**src/rtl/div_sched_pkg.sv**
```systemverilog
// Shared types and default sizing for the divider scheduler.
package div_sched_pkg;
  localparam int DEF_N_REQ   = 4;
  localparam int DEF_W       = 8;
  localparam int DEF_TIMEOUT = 16;

  typedef enum logic [2:0] {IDLE, CLEAR, ISSUE, WAIT, RESP} state_t;
endpackage

```
**src/rtl/div_sched_if.sv**
```systemverilog
// Requester-side and divider-side signals of div_sched; master is the scheduler.
interface div_sched_if import div_sched_pkg::*; #(
  parameter int N_REQ = DEF_N_REQ,
  parameter int W     = DEF_W
);
  logic [N_REQ-1:0]   req;
  logic [N_REQ*W-1:0] x_in;
  logic [N_REQ*W-1:0] y_in;
  logic [N_REQ-1:0]   gnt;
  logic [N_REQ-1:0]   rsp_valid;
  logic [W-1:0]       quotient;
  logic [W-1:0]       remainder;
  logic               err;
  logic               busy;
  logic               div_clear;
  logic               div_start;
  logic [W-1:0]       div_x;
  logic [W-1:0]       div_y;
  logic [W-1:0]       div_quotient;
  logic [W-1:0]       div_remainder;
  logic               div_done;

  modport master (
    input  req, x_in, y_in, div_quotient, div_remainder, div_done,
    output gnt, rsp_valid, quotient, remainder, err, busy,
           div_clear, div_start, div_x, div_y
  );

  modport slave (
    output req, x_in, y_in, div_quotient, div_remainder, div_done,
    input  gnt, rsp_valid, quotient, remainder, err, busy,
           div_clear, div_start, div_x, div_y
  );
endinterface

```
**src/rtl/div_sched_rr_pick.sv**
```systemverilog
// Combinational round-robin picker: first set req bit at rr, rr+1, ... mod N.
module rr_pick #(
  parameter  int N  = 4,
  localparam int IW = $clog2(N)
) (
  input  logic [N-1:0]  req,
  input  logic [IW-1:0] rr,
  output logic [IW-1:0] idx,
  output logic          any
);
  logic [IW-1:0] j;

  // Scan from the farthest offset down so the nearest requester is written last.
  always_comb begin
    idx = '0;
    any = 1'b0;
    j   = '0;
    for (int i = N - 1; i >= 0; i--) begin
      j = IW'((int'(rr) + i) % N);
      if (req[j]) begin
        any = 1'b1;
        idx = j;
      end
    end
  end
endmodule

```
**src/rtl/div_sched.sv**
```systemverilog
// Round-robin scheduler sharing one iterative divider among N_REQ requesters.
// Optional DIV_ZERO_CHECK_EN answers y==0 requests directly without starting the divider.
module div_sched import div_sched_pkg::*; #(
  parameter int N_REQ   = DEF_N_REQ,
  parameter int W       = DEF_W,
  parameter int TIMEOUT = DEF_TIMEOUT
) (
  input logic         clk,
  input logic         reset,
  div_sched_if.master bus
);
  localparam int IW = $clog2(N_REQ);
  localparam int CW = $clog2(TIMEOUT + 1);

  state_t           state, state_nxt;
  logic [IW-1:0]    rr, win, pick;
  logic             any;
  logic [W-1:0]     x_q, y_q, q_q, r_q;
  logic             err_q;
  logic [CW-1:0]    cnt;
  logic             tmo;
  logic             div_zero;
  logic [N_REQ-1:0] win_oh;

  rr_pick #(.N(N_REQ)) u_pick (
    .req (bus.req),
    .rr  (rr),
    .idx (pick),
    .any (any)
  );

`ifdef DIV_ZERO_CHECK_EN
  assign div_zero = (y_q == '0);
`else
  assign div_zero = 1'b0;
`endif

  // Last permitted WAIT cycle; a done seen in that same cycle still wins.
  assign tmo = (cnt == CW'(TIMEOUT - 1));

  always_ff @(posedge clk) begin
    if (reset) state <= IDLE;
    else       state <= state_nxt;
  end

  always_comb begin
    state_nxt = state;
    case (state)
      IDLE:    if (any) state_nxt = CLEAR;
      CLEAR:   state_nxt = div_zero ? RESP : ISSUE;
      ISSUE:   state_nxt = WAIT;
      WAIT:    if (bus.div_done || tmo) state_nxt = RESP;
      RESP:    state_nxt = IDLE;
      default: state_nxt = IDLE;
    endcase
  end

  always_ff @(posedge clk) begin
    if (reset) begin
      rr    <= '0;
      win   <= '0;
      x_q   <= '0;
      y_q   <= '0;
      q_q   <= '0;
      r_q   <= '0;
      err_q <= 1'b0;
      cnt   <= '0;
    end else begin
      case (state)
        IDLE: if (any) begin
          win <= pick;
          x_q <= bus.x_in[int'(pick)*W +: W];
          y_q <= bus.y_in[int'(pick)*W +: W];
          rr  <= (pick == IW'(N_REQ - 1)) ? '0 : pick + 1'b1;
        end
        CLEAR: if (div_zero) begin
          q_q   <= '1;
          r_q   <= x_q;
          err_q <= 1'b1;
        end
        ISSUE: cnt <= '0;
        WAIT: begin
          cnt <= cnt + 1'b1;
          if (bus.div_done) begin
            q_q   <= bus.div_quotient;
            r_q   <= bus.div_remainder;
            err_q <= 1'b0;
          end else if (tmo) begin
            q_q   <= '0;
            r_q   <= '0;
            err_q <= 1'b1;
          end
        end
        default: ;
      endcase
    end
  end

  always_comb begin
    win_oh      = '0;
    win_oh[win] = 1'b1;
  end

  assign bus.gnt       = (state == CLEAR) ? win_oh : '0;
  assign bus.rsp_valid = (state == RESP)  ? win_oh : '0;
  assign bus.div_clear = (state == CLEAR);
  assign bus.div_start = (state == ISSUE);
  assign bus.busy      = (state != IDLE);
  assign bus.div_x     = x_q;
  assign bus.div_y     = y_q;
  assign bus.quotient  = q_q;
  assign bus.remainder = r_q;
  assign bus.err       = err_q;
endmodule

```
**src/flat_wrapper.sv**
```systemverilog
// flat-port wrapper written by rule: the top's interface ports become plain ports
module div_sched_flat import div_sched_pkg::*;
#(
  parameter int N_REQ   = DEF_N_REQ,
  parameter int W       = DEF_W,
  parameter int TIMEOUT = DEF_TIMEOUT
)
  (clk, reset, bus_req, bus_x_in, bus_y_in, bus_div_quotient, bus_div_remainder, bus_div_done, bus_gnt, bus_rsp_valid, bus_quotient, bus_remainder, bus_err, bus_busy, bus_div_clear, bus_div_start, bus_div_x, bus_div_y);
  div_sched_if #(.N_REQ(N_REQ), .W(W)) bus_i ();
  input logic clk;
  input logic reset;
  input wire logic [$bits(bus_i.req)-1:0] bus_req;
  input wire logic [$bits(bus_i.x_in)-1:0] bus_x_in;
  input wire logic [$bits(bus_i.y_in)-1:0] bus_y_in;
  input wire logic [$bits(bus_i.div_quotient)-1:0] bus_div_quotient;
  input wire logic [$bits(bus_i.div_remainder)-1:0] bus_div_remainder;
  input wire logic [$bits(bus_i.div_done)-1:0] bus_div_done;
  output wire logic [$bits(bus_i.gnt)-1:0] bus_gnt;
  output wire logic [$bits(bus_i.rsp_valid)-1:0] bus_rsp_valid;
  output wire logic [$bits(bus_i.quotient)-1:0] bus_quotient;
  output wire logic [$bits(bus_i.remainder)-1:0] bus_remainder;
  output wire logic [$bits(bus_i.err)-1:0] bus_err;
  output wire logic [$bits(bus_i.busy)-1:0] bus_busy;
  output wire logic [$bits(bus_i.div_clear)-1:0] bus_div_clear;
  output wire logic [$bits(bus_i.div_start)-1:0] bus_div_start;
  output wire logic [$bits(bus_i.div_x)-1:0] bus_div_x;
  output wire logic [$bits(bus_i.div_y)-1:0] bus_div_y;
  assign bus_i.req = bus_req;
  assign bus_i.x_in = bus_x_in;
  assign bus_i.y_in = bus_y_in;
  assign bus_i.div_quotient = bus_div_quotient;
  assign bus_i.div_remainder = bus_div_remainder;
  assign bus_i.div_done = bus_div_done;
  assign bus_gnt = bus_i.gnt;
  assign bus_rsp_valid = bus_i.rsp_valid;
  assign bus_quotient = bus_i.quotient;
  assign bus_remainder = bus_i.remainder;
  assign bus_err = bus_i.err;
  assign bus_busy = bus_i.busy;
  assign bus_div_clear = bus_i.div_clear;
  assign bus_div_start = bus_i.div_start;
  assign bus_div_x = bus_i.div_x;
  assign bus_div_y = bus_i.div_y;
  div_sched #(.N_REQ(N_REQ), .W(W), .TIMEOUT(TIMEOUT)) u_core (.clk(clk), .reset(reset), .bus(bus_i));
endmodule
```
**config.mk**
```make
export PLATFORM = sky130hd
export DESIGN_NAME = div_sched_flat
export DESIGN_NICKNAME = d
export VERILOG_FILES = /design/src/rtl/div_sched_pkg.sv /design/src/rtl/div_sched_if.sv /design/src/rtl/div_sched_rr_pick.sv /design/src/rtl/div_sched.sv /design/src/flat_wrapper.sv
export SDC_FILE = /design/constraint.sdc
export NUM_CORES = 1
export LEC_CHECK = 0
export CORE_ASPECT_RATIO = 1.25
export CORE_MARGIN = 2
export CORE_UTILIZATION = 38
export DETAILED_ROUTE_END_ITERATION = 8
export PLACE_DENSITY = 0.87
export REMOVE_ABC_BUFFERS = 1
export SLEW_MARGIN = 10
export SYNTH_ARGS = -nofsm -noshare
export SYNTH_HDL_FRONTEND = slang
export SYNTH_SLANG_ARGS = --single-unit
export TNS_END_PERCENT = 20
```
**constraint.sdc**
```tcl
create_clock -name clk -period 2.5 [get_ports clk]
set_input_delay 0.75 -clock clk [delete_from_list [all_inputs] [get_ports clk]]
set_output_delay 0.75 -clock clk [all_outputs]
set_load 0.02 [all_outputs]
```
# --- Word level (Yosys, flattened, before mapping) ---
# Cells that the tools add are included.
totals:
  word_cells: 69
  output_inout_bits: 44
  inputBits: 87
  regBits: 45
classes:
  addsub: 5
  shifts: 2
  n_reduce_logical: 9
  n_eq_ne: 8
  muxes: 30
  order_cmp: 6
op_table:
  columns: ["cell", "count"]
  rows:
  - ["$shiftx A32 B6 Y8", 2]
  - ["$mux W8", 3]
  - ["$lt A2 B3 Y1 const B", 5]
  - ["$pmux W3 S4", 1]
  - ["$mux W1", 11]
  - ["$mux W2", 5]
  - ["$pmux W5 S2", 1]
  - ["$bmux W1 S2", 4]
  - ["$mux W4", 2]
  - ["$eq A3 B2 Y1 const B", 2]
  - ["$mux W3", 2]
  - ["$reduce_and A2 Y1", 3]
  - ["$add A5 B1 Y5 const B", 1]
  - ["$eq A5 B4 Y1 const B", 1]
  - ["$add A2 B1 Y2 const B", 2]
  - ["$add A2 B2 Y2 const B", 2]
  - ["$ne A2 B1 Y1 const B", 2]
  - ["$reduce_bool A2 Y1", 2]
  - ["$eq A3 B1 Y1 const B", 1]
  - ["$eq A3 B3 Y1 const B", 1]
  - ["$logic_not A3 Y1", 1]
  - ["$reduce_bool A3 Y1", 1]
  - ["$demux W1 S2", 1]
  - ["$eq A2 B2 Y1 const B", 1]
  - ["other kinds (3)", 3]

# --- Longest topological paths before layout ---
# Gate-level depths: netlist of the first run.
logic_depth:
  depth_word: 9
  depth_mapped: 9
  mapped_depth_nobuf: 7

# --- Hierarchy ---
# A second synthesis of the first run with hierarchy kept.
hier_totals:
  cells_unflattened: 223
  area_unflattened_um2: 2220.9
by_module_without_submodules:
  columns: ["module", "cells_per_inst", "seq_area_each_um2", "n_inst", "area_per_inst_um2"]
  rows:
  - ["div_sched", 210, 900.9, 1, 2143.3]
  - ["rr_pick", 13, 0.0, 1, 77.6]

# --- Least setup slack after synthesis of the first run ---
# OpenSTA, ideal clock, no wires.
synth_timing:
  path_kind: "input -> register"
  from: "input port bus_req[3]"
  to: "register u_core.x_q[4] (netlist: u_core.bus.div_x[4])"
  path_stages: 6
  setup_ns: 0.079
  required_time_ns: 2.421
  path_slack_ns: 0.330
  path_buffers: 1
  arrival_time_ns: 2.091
  cell_sequence: "nor4_1 nor2_2 nor2_1 clkbuf_1 nand2_1 o221ai_2"
synth_via:
  elab_chain_len: 7
  elab_cells_between_ends: 18
  cone_classes: "1 x shift; 16 x mux; 1 x reduce/logical"
synth_rtl:
  columns: ["item", "line_no", "source"]
  rows:
  - ["from (decl)", "flat_wrapper.sv:12", "input wire logic [$bits(bus_i.req)-1:0] bus_req;"]
  - ["$bmux W1 S2", "div_sched_rr_pick.sv:20", "if (req[j]) begin"]
  - ["$mux W1 (not written as such)", "div_sched_rr_pick.sv:20", null]
  - ["$mux W2 / $mux W1 (equally long branches) (4 in a row)", "div_sched_rr_pick.sv:20", null]
  - ["$shiftx A32 B6 Y8 / $reduce_and A2 Y1 (equally long branches)", null, null]
  - ["to (signal assigned)", "div_sched.sv:72", "x_q <= bus.x_in[int'(pick)*W +: W];"]
  - ["to (decl)", "div_sched.sv:18", "logic [W-1:0] x_q, y_q, q_q, r_q;"]
# Several ways; a longest one is shown, not always the timed one. The select of a mux whose other input is x is not followed.
# A chain may end at the register's enable or synchronous reset.

# --- Final worst setup path of the first run ---
layout_timing:
  from: "register u_core.state[0]"
  to: "output port bus_gnt[0]"
layout_via:
  elab_chain_len: 2
layout_rtl:
  columns: ["item", "line_no", "source"]
  rows:
  - ["from (decl)", "div_sched.sv:15", "state_t state, state_nxt;"]
  - ["from (signal assigned)", "div_sched.sv:43", "else state <= state_nxt;"]
  - ["$eq A3 B1 Y1", "div_sched.sv:104", "assign bus.gnt = (state == CLEAR) ? win_oh : '0;"]
  - ["$mux W4", "div_sched.sv:104", null]
  - ["to (decl)", "flat_wrapper.sv:18", "output wire logic [$bits(bus_i.gnt)-1:0] bus_gnt;"]
# No other way between the ends.

==> results by group, run 1 <==
Outcome
  – Status: complete, no violations

Yosys
  – Area contributors post-synth: dfxtp_1 40%, mux2i_1 16%, o221ai_2 6.7%
  – Cells after synthesis: around 240
  – Distinct cells, synth: 33
  – Post-synthesis register bit count: between 40 and 50
  – Avg Cell Area, Syn: about 9.4 sq um
  – Sequential area share after synthesis: 0.4045
  – Post-synth top area share: 0.4045
  – Synth Warn #: 0
  – Mapped cell area: 2227 sq um
  – Yosys top cell by area: dfxtp_1

Setup path
  – CP arrival: between 1.5 and 2 ns
  – CP startpoint kind: register
  – CP bufs+invs: 2
  – Critical path endpoint category: primary output
  – Worst path slowest cell: or3_1
  – Data required, critical path: about 1.8 ns
  – CP Max Fanout: 5
  – Largest stage delay, worst path: about 0.45 ns
  – Family with the most delay on the worst path: simple AND/OR/NAND/NOR gates
  – Cells along the critical path: inv_1, or3_1, nor3_1, dlygate4sd2_1
  – Worst setup path class: register to primary output

STA
  – Tmin final: 2.416 ns
  – Minimum hold slack: 0.4748 ns
  – Setup violators final: 0
  – Worst slew pin tran: between 0.6 and 0.7 ns
  – Fin. Hold Viols: 0
  – Final period utilization: 0.9662
  – Achievable Freq: 414.0 MHz
  – Clock Skew: ~0.01 ns
  – Setup TNS: 0 ns
  – RSZ-0062 raised after global routing: no
  – Slew Limit Fails: 0
  – Slew margin rel.: 0.5993

GRT
  – First-pass GRT wire length: approximately 9900 microns
  – Vias in the first global route: ~2.2k
  – GRT Total Usage: 0.1919
  – GR Util met3: 0.05692
  – Global route hottest layer: met2
  – GR Util met2: 0.3495
  – Global route overflow: 0
  – Pin count of the biggest net entering global routing: 32
  – Met1 Use GR: 0.2156
  – Initial antenna violation count: 0

Power
  – Pwr/cell area: between 500 and 600 nW/um^2
  – Worst vdd ir: 395.9 uV
  – Leak pwr: 0.001485 uW

Cells and area
  – Area grow syn2layout: 68.03%
  – # diodes: 0
  – Share of cells above drive strength 1: 0.1019
  – Final nets: between 400 and 500
  – Fillers: roughly 470

Floorplanning
  – Io pins: about 130
  – Initial core utilization: 0.3880
  – Number of cell rows: 31
  – Core Box Area: between 5000 and 6000 sq um
  – Die area: 6493 sq um
  – Die Y: 89.60 microns
  – Die X-Extent: 72.48 microns

Drt
  – TritonRoute pass-1 iters: 4
  – Drt total wl: between 6000 and 7000 microns
  – Final ANT Viol Nets: 0
  – Routed vias: 2247
  – DRC: 0
  – Drt initial violations: between 50 and 60
  – Avg WL per Cell: 14.87 microns
  – Vias per inst: about 5.1

Placed design
  – RD Place Congestion: around 0.77
  – DP HPWL: about 5100 microns
  – Buffers added on ports: 130

Job
  – Max-cap violations: 0

Clocking
  – CTS tree: yes
  – # hold bufs at CTS: 0
  – CTS root buf: clkbuf_8
  – Clock-pin transition on the worst setup and hold timing paths: about 0.08 ns
  – Setup Buffers After CTS: 0
  – Clock buffer depth: 2
  – Inserted Clock Buffers: 5
  – Sink Count: between 40 and 50
  – CTS resizes: 8
  – Clock latency on the worst-skew pair: ~0.31 ns
  – H-Tree Level Count: 2

Min path
  – Hold Path Class: register to register
[synth_stat cells]
cell type	count
nor2_2	1
nand2b_1	5
ha_1	2
mux2i_1	35
nand3b_2	1
nor2b_1	1
nand2_1	20
nor2_1	35
a21oi_2	1
a221oi_2	1
o221ai_1	6
a21o_1	1
xnor2_1	1
nor4_1	1
a21oi_1	8
nor3_1	7
nand3_1	2
a22oi_1	18
or3_4	1
inv_1	8
o31a_1	1
and3_1	2
buf_6	2
or4_4	1
o221ai_2	10
o21ai_0	1
a211oi_1	3
clkbuf_1	8
buf_12	1
buf_2	5
a22o_1	1
dfxtp_1	45
or3_1	2
[path summary, 6_finish.rpt]
| check | startpoint | endpoint | slack [ns] | depth (start not counted) |
|---|---|---|---|---|
| max | u_core.state[0]$_SDFFE_PP0P_ | bus_gnt[0] | 0.08 | 4 |
| min | u_core.bus.err$_SDFFE_PP0P_ | u_core.bus.err$_SDFFE_PP0P_ | 0.47 | 2 |
| max reg2reg | u_core.cnt[0]$_SDFFE_PP0P_ | u_core.bus.remainder[2]$_SDFFE_PP0P_ | 0.53 | 7 |
| min reg2reg | u_core.bus.err$_SDFFE_PP0P_ | u_core.bus.err$_SDFFE_PP0P_ | 0.47 | 2 |
[kinds of logic after synthesis]
family	share of synthesized area
xor gates and xnor gates	0.003933
AOI/OAI and AO/OA	0.2039
adders and majority gates	0.01123
muxes	0.1573
buffers and inverters	0.05730
and+or+nand+nor	0.1618
DFF	0.4045
[area by class of cell]
type	instances	area, sq um	area share
Multi-Input combinational cell	168	1206	0.3223
Clock inverter	2	13.76	0.003678
Inverter	8	30.03	0.008024
Clock buffer	6	82.58	0.02207
Sequential cell	45	900.9	0.2407
Tap cell	66	82.58	0.02207
Timing Repair Buffer	144	1426	0.3811
[where the power goes]
part	total, uW	switching [uW]	leakage [uW]	internal [uW]
clock	478	254	0.0000512	224
combinational	717	325	0.00107	392
sequential	830	46.3	0.000367	784
[per-layer routing]
metal  part of all wire  routed length [microns]
met5                  0                        0
met4              0.013                       87
met3              0.089                      583
met2               0.50                     3284
met1               0.39                     2571
[registers in the layout, summed over array words and instances (netlist names)]
signal and count:
u_core.cnt 5, u_core.state 3, u_core.bus.div_x 8, u_core.bus.err 1, u_core.bus.remainder 8, u_core.win 2, u_core.bus.div_y 8, u_core.bus.quotient 8
u_core.rr 2
[cell usage in the layout, fill, tap and decap left out, types with 3 or more instances in the layout]
cell type        netlist  final
a211oi_1               3      3
a21oi_1                8      8
a22oi_1               18     18
buf_4                  0     12
clkbuf_8               0      6
clkdlybuf4s50_1        0    120
dfxtp_1               45     45
dlygate4sd2_1          0      8
inv_1                  8      8
mux2i_1               35     35
nand2_1               20     20
nand2b_1               5      5
nor2_1                35     35
nor3_1                 7      7
o221ai_1               6      6
o221ai_2              10     10
[per-stage QoR]
step / cells / utilization / total power (uW) / area [sq um] / setup WS (ns)
final: 439 / 0.6519 / 2025 / 3742 / 0.08446
after global routing: 439 / 0.6519 / 2118 / 3742 / 0.03120
after CTS: 439 / 0.6510 / 2047 / 3737 / 0.006171
after detailed placement: 431 / 0.6360 / 1574 / 3651 / -0.1115
after global placement: 431 / 0.6360 / 1553 / 3651 / -0.04372
after floorplan: 221 / - / 1200 / 2130 / -0.3809
[worst min-delay path, cell delays in order (launching register included)]
cell	delay (ns)
dfxtp_1	0.32
inv_1	0.05
a211oi_1	0.06
(Power assumes the default switching activity.)
==> run 2, diff against run 1 <==
--- a/config.mk
+++ b/config.mk
@@ -11,7 +11,6 @@
 export DETAILED_ROUTE_END_ITERATION = 8
 export PLACE_DENSITY = 0.87
 export REMOVE_ABC_BUFFERS = 1
-export SLEW_MARGIN = 10
 export SYNTH_ARGS = -nofsm -noshare
 export SYNTH_HDL_FRONTEND = slang
 export SYNTH_SLANG_ARGS = --single-unit
==> results of run 2 <==
Same layout as run 1: the final DEF is identical, and so are final timing and power.
==> run 3, diff against run 2 <==
--- a/config.mk
+++ b/config.mk
@@ -5,6 +5,7 @@
 export SDC_FILE = /design/constraint.sdc
 export NUM_CORES = 1
 export LEC_CHECK = 0
+export CAP_MARGIN = 20
 export CORE_ASPECT_RATIO = 1.25
 export CORE_MARGIN = 2
 export CORE_UTILIZATION = 38
==> results of run 3 <==
Same layout as run 1: the final DEF is identical, and so are final timing and power.
